$ cat config.mk
export PLATFORM = sky130hd
export DESIGN_NAME = imem_loader
export DESIGN_NICKNAME = d
export VERILOG_FILES = /design/src/rtl/loader_pkg.sv /design/src/rtl/word_packer.sv /design/src/rtl/imem_loader.sv
export SDC_FILE = /design/constraint.sdc
export NUM_CORES = 1
export LEC_CHECK = 0
export ABC_AREA = 1
export BUFFER_PORTS_ARGS = -buffer_cell sky130_fd_sc_hd__buf_4
export CAP_MARGIN = 15
export CORE_AREA = 2 2 116 118
export DETAILED_ROUTE_END_ITERATION = 12
export DIE_AREA = 0 0 118 120
export PLACE_DENSITY = 0.45
export RECOVER_POWER = 25
export SKIP_CTS_REPAIR_TIMING = 1
export SLEW_MARGIN = 10
export SYNTH_ARGS = -nofsm -noshare
export SYNTH_HDL_FRONTEND = slang
export SYNTH_SLANG_ARGS = --single-unit
$ cat constraint.sdc
create_clock -name clk -period 3.15 [get_ports clk]
set_input_delay 0.1575 -clock clk [delete_from_list [all_inputs] [get_ports clk]]
set_output_delay 0.1575 -clock clk [all_outputs]
set_load 0.02 [all_outputs]
$ cat src/rtl/loader_pkg.sv
// Shared constants and FSM state type for the instruction-memory loader.
package loader_pkg;

  localparam int HDR_BYTES  = 2;
  localparam int WORD_BYTES = 4;

  typedef enum logic [2:0] {
    ST_HDR0  = 3'd0,
    ST_HDR1  = 3'd1,
    ST_DATA  = 3'd2,
    ST_DONE  = 3'd3,
    ST_ERROR = 3'd4
  } state_t;

endpackage

$ cat src/rtl/word_packer.sv
// Packs a byte stream little-endian into 32-bit words; word_valid pulses
// for one cycle after the last byte of each word.
module word_packer
  import loader_pkg::*;
(
  input  logic        clk,
  input  logic        reset,
  input  logic        clear,
  input  logic        byte_valid,
  input  logic [7:0]  byte_data,
  output logic [1:0]  byte_cnt,
  output logic [31:0] word,
  output logic        word_valid
);

  localparam logic [1:0] LAST_BYTE = 2'(WORD_BYTES - 1);

  logic [23:0] partial;

  always_ff @(posedge clk or negedge reset) begin
    if (!reset) begin
      byte_cnt   <= '0;
      partial    <= '0;
      word       <= '0;
      word_valid <= 1'b0;
    end else if (clear) begin
      byte_cnt   <= '0;
      partial    <= '0;
      word       <= '0;
      word_valid <= 1'b0;
    end else begin
      word_valid <= 1'b0;
      if (byte_valid) begin
        byte_cnt <= byte_cnt + 2'd1;
        case (byte_cnt)
          2'd0:    partial[7:0]   <= byte_data;
          2'd1:    partial[15:8]  <= byte_data;
          2'd2:    partial[23:16] <= byte_data;
          default: begin
            word       <= {byte_data, partial};
            word_valid <= 1'b1;
            partial    <= '0;
          end
        endcase
      end
    end
  end

endmodule

$ cat src/rtl/imem_loader.sv
// Loads a length-prefixed byte stream into instruction memory while holding
// the CPU in reset; header is a 16-bit little-endian word count.
//
// state    | meaning
// ST_HDR0  | waiting for count[7:0]
// ST_HDR1  | waiting for count[15:8], then range check
// ST_DATA  | packing program bytes into words and writing them
// ST_DONE  | load complete, CPU released
// ST_ERROR | count exceeded memory depth, CPU held
module imem_loader
  import loader_pkg::*;
#(
  parameter int ADDR_W = 8
) (
  input  logic              clk,
  input  logic              reset,
  input  logic              load_start,
  input  logic              in_valid,
  input  logic [7:0]        in_data,
  output logic              in_ready,
  output logic              imem_we,
  output logic [ADDR_W-1:0] imem_addr,
  output logic [31:0]       imem_wdata,
  output logic              cpu_hold,
  output logic              done,
  output logic              err
);

  localparam logic [16:0] MAX_WORDS = 17'(1) << ADDR_W;

  state_t            state, state_nxt;
  logic [7:0]        count_lo;
  logic [ADDR_W-1:0] last_idx;
  logic [ADDR_W-1:0] idx;
  logic [15:0]       hdr;
  logic              accept;
  logic              restart;
  logic              last_byte;
  logic [1:0]        pk_cnt;
  logic [31:0]       pk_word;
  logic              pk_word_valid;

  assign accept    = in_valid & in_ready;
  assign restart   = load_start & ((state == ST_DONE) | (state == ST_ERROR));
  assign hdr       = {in_data, count_lo};
  // idx has already advanced past every earlier word by the time a word's 4th byte arrives
  assign last_byte = (pk_cnt == 2'(WORD_BYTES - 1)) && (idx == last_idx);

  always_comb begin
    state_nxt = state;
    case (state)
      ST_HDR0: if (accept) state_nxt = ST_HDR1;
      ST_HDR1: begin
        if (accept) begin
          if (hdr == 16'd0)                 state_nxt = ST_DONE;
          else if ({1'b0, hdr} > MAX_WORDS) state_nxt = ST_ERROR;
          else                              state_nxt = ST_DATA;
        end
      end
      ST_DATA:  if (accept && last_byte) state_nxt = ST_DONE;
      ST_DONE,
      ST_ERROR: if (load_start) state_nxt = ST_HDR0;
      default:  state_nxt = ST_HDR0;
    endcase
  end

  always_ff @(posedge clk or negedge reset) begin
    if (!reset) begin
      state    <= ST_HDR0;
      count_lo <= '0;
      last_idx <= '0;
      idx      <= '0;
      in_ready <= 1'b1;
      cpu_hold <= 1'b1;
      done     <= 1'b0;
      err      <= 1'b0;
    end else begin
      state    <= state_nxt;
      in_ready <= (state_nxt == ST_HDR0) || (state_nxt == ST_HDR1) || (state_nxt == ST_DATA);
      cpu_hold <= (state_nxt != ST_DONE);
      done     <= (state_nxt == ST_DONE);
      err      <= (state_nxt == ST_ERROR);
      if (state == ST_HDR0 && accept) count_lo <= in_data;
      if (state == ST_HDR1 && accept) last_idx <= ADDR_W'(hdr - 16'd1);
      if (restart) begin
        idx      <= '0;
        count_lo <= '0;
        last_idx <= '0;
      end else if (pk_word_valid) begin
        idx <= idx + ADDR_W'(1);
      end
    end
  end

  word_packer u_packer (
    .clk        (clk),
    .reset      (reset),
    .clear      (restart),
    .byte_valid (accept && (state == ST_DATA)),
    .byte_data  (in_data),
    .byte_cnt   (pk_cnt),
    .word       (pk_word),
    .word_valid (pk_word_valid)
  );

  assign imem_we    = pk_word_valid;
  assign imem_wdata = pk_word;
  assign imem_addr  = idx;

endmodule
==> results_dict.tcl <==
set metrics [dict create \
    htree_num_levels 3 \
    fmax_mhz 511.2 \
    port_buffers 56 \
    vias_per_cell 4.584 \
    p_total_mw 4.491 \
    root_buffer "clkbuf_16" \
    via_count 3039 \
    clkTransAtPathRegs_ns 0.07 \
    regArea_um2 2255 \
    timing.slew.headroom_pct 6.791 \
    required_ns 3.35 \
    start_kind "flip-flop" \
    row_count 42 \
    synth-warning-count 0 \
    clock_latency_ns 0.35 \
    met2_length_um 4566 \
    die_w_um 118 \
    p_per_area_nw_per_um2 934.3 \
    endpoint_kind "flip-flop" \
    syn_nets 445 \
    synth_cell_type_count 26 \
    period_needed_ns 1.956 \
    leakagePower_nw 2.384 \
    async_reset_ff_share_pct 100.0 \
    numCtsBuffers 9 \
    detail_route.wl_per_cell_um 14.42 \
    synth-edff-count 0 \
    grt_pass1_vias 2998 \
    fin_hold_ws_ns 0.04402 \
    setup_violations 0 \
    synth-seq-cells 90 \
    slew_violations 0 \
    tightestPinTransition_ns 1.398 \
    cts.sinks 90 \
    core-area_um2 12980 \
    seq_area_frac_synth_pct 57.17 \
    fin_nets 501 \
    synth_top_area_share_pct 55.84 \
    dr_wl_met3_um 299 \
    hp-class "input port to flip-flop" \
    grt_pass1_wl_um 15810 \
    drc 0 \
    peakVddDrop_mv 0.3967 \
    cts_buffer_depth 2 \
    tritoncts "built" \
    grt_max_degree 64 \
    fillers 1338 \
    finalCritPeriodShare_pct 62.10 \
    synth_flop_cell "dfrtp_1" \
    drive_gt1_share_pct 17.45 \
    stdcell_area_um2 4807 \
    outcome "finished, final reports clean" \
    rsz0062_at_grt "false" \
    fin_cells 663 \
    dp_cells 646 \
    place_congestion 0.7731 \
    place_area_um2 4492 \
    gr-usage-all-layers_pct 14.42 \
    final_cell_mix "88 x dfrtp_1, 68 x nand2_1, 55 x inv_1" \
    highest_layer "met4" \
    yosysTopAreaCell "dfrtp_1" \
    synth_cells 426 \
    drt-met1-wl_um 4578 \
    syn_area_um2 3944 \
    layout_commonest_cell "dfrtp_1" \
    tns_ns 0 \
    drtIter0Drc 121 \
    dp_hpwl_um 6642 \
    wirelength_um 9559 \
    dieHeight_um 120 \
    skew_ns 0.005492 \
    antenna_cells 0 \
    worst_slack_ns 1.194 \
    area_growth_pct 21.89 \
    ant_nets 0 \
    ys_top_cells_by_area "dfrtp_1 56%, nand3_1 6.5%, nand2_1 6.5%" \
    finalCoreUtilization_pct 37.03 \
    post_synth.cell_area_avg_um2 9.258 \
    grt_remaining_overflow 0 \
    post-place-ws_ns 1.197 \
    crit_arrival_ns 2.16 \
    finalHoldViolations 0 \
    io_pins 57 \
    start_util_pct 30.38 \
    dieArea_um2 14160 \
    antenna_found_initial 0 \
    maxCapViolCount 0 \
    criticalPathCategory "flip-flop to flip-flop" \
    crit_fanout 60 \
    dr.pass1.iters 4 \
    multi_input_area_um2 1363 \
]
[cell usage after synthesis, types with 4 or more instances]
master	number
a21oi_1	13
buf_6	6
clkbuf_1	4
dfrtp_1	88
ha_1	7
inv_1	55
nand2_1	68
nand3_1	51
nor2_1	31
nor3_1	4
o21ai_0	27
o21ai_1	15
o21ai_2	7
o22ai_1	27
[worst max-delay path: stages (launching register included)]
cell and delay, ns:
dfstp_2 0.53, nand2_1 0.08, nor2_1 0.20, nand2_2 0.17, inv_2 0.15, nand2_4 0.35, nand3_1 0.21, o21ai_0 0.11
[cell type report]
| cell class | count | area share, % |
|---|---|---|
| Clock buffer | 10 | 4.763 |
| Clock inverter | 6 | 1.874 |
| Inverter | 57 | 4.555 |
| Multi-Input combinational cell | 265 | 28.34 |
| Sequential cell | 90 | 46.90 |
| Tap cell | 176 | 4.581 |
| Timing Repair Buffer | 59 | 8.980 |
[path summary, 6_finish.rpt]
path | startpoint | cells past startpoint | end | slack (ns)
worst max register to register | in_ready | 7 | u_packer.word[13] | 1.19
worst max-delay path | in_ready | 7 | u_packer.word[13] | 1.19
min in group asynchronous | reset | 2 | u_packer.word[22] | 0.68
worst min register to register | u_packer.word[28] | 2 | u_packer.word[28] | 0.51
max in group asynchronous | reset | 3 | cpu_hold | 1.45
worst min-delay path | in_data[5] | 3 | u_packer.word[29] | 0.04
[layer usage]
layer / up-vias / GRT usage (%)
met4: 0 / 4.292
met2: 52 / 23.18
met3: 11 / 4.135
li1: 1522 / -
met5: - / 0
met1: 1454 / 18.95
[state kept, by name (all words and copies together), names as in the netlist]
signal               cells
u_packer.word           32
u_packer.partial        24
count_lo                 8
imem_addr                8
last_idx                 8
state                    3
u_packer.byte_cnt        2
cpu_hold                 1
done                     1
err                      1
in_ready                 1
u_packer.word_valid      1
[report_power, final]
part	internal (mW)	switching [mW]	total, mW
Combinational	0.599	0.911	1.51
Sequential	1.58	0.247	1.82
Clock	0.698	0.461	1.16
[logic make-up after synthesis]
| logic type | count (synthesis) | share of synthesized area, % |
|---|---|---|
| AOI/OAI and AO/OA | 92 | 13.32 |
| DFF | 90 | 57.17 |
| xor gates and xnor gates | 6 | 1.333 |
| and+or+nand+nor | 160 | 17.67 |
| adders and majority gates | 7 | 2.221 |
| buffers and inverters | 71 | 8.280 |
(Power assumes the default switching activity.)
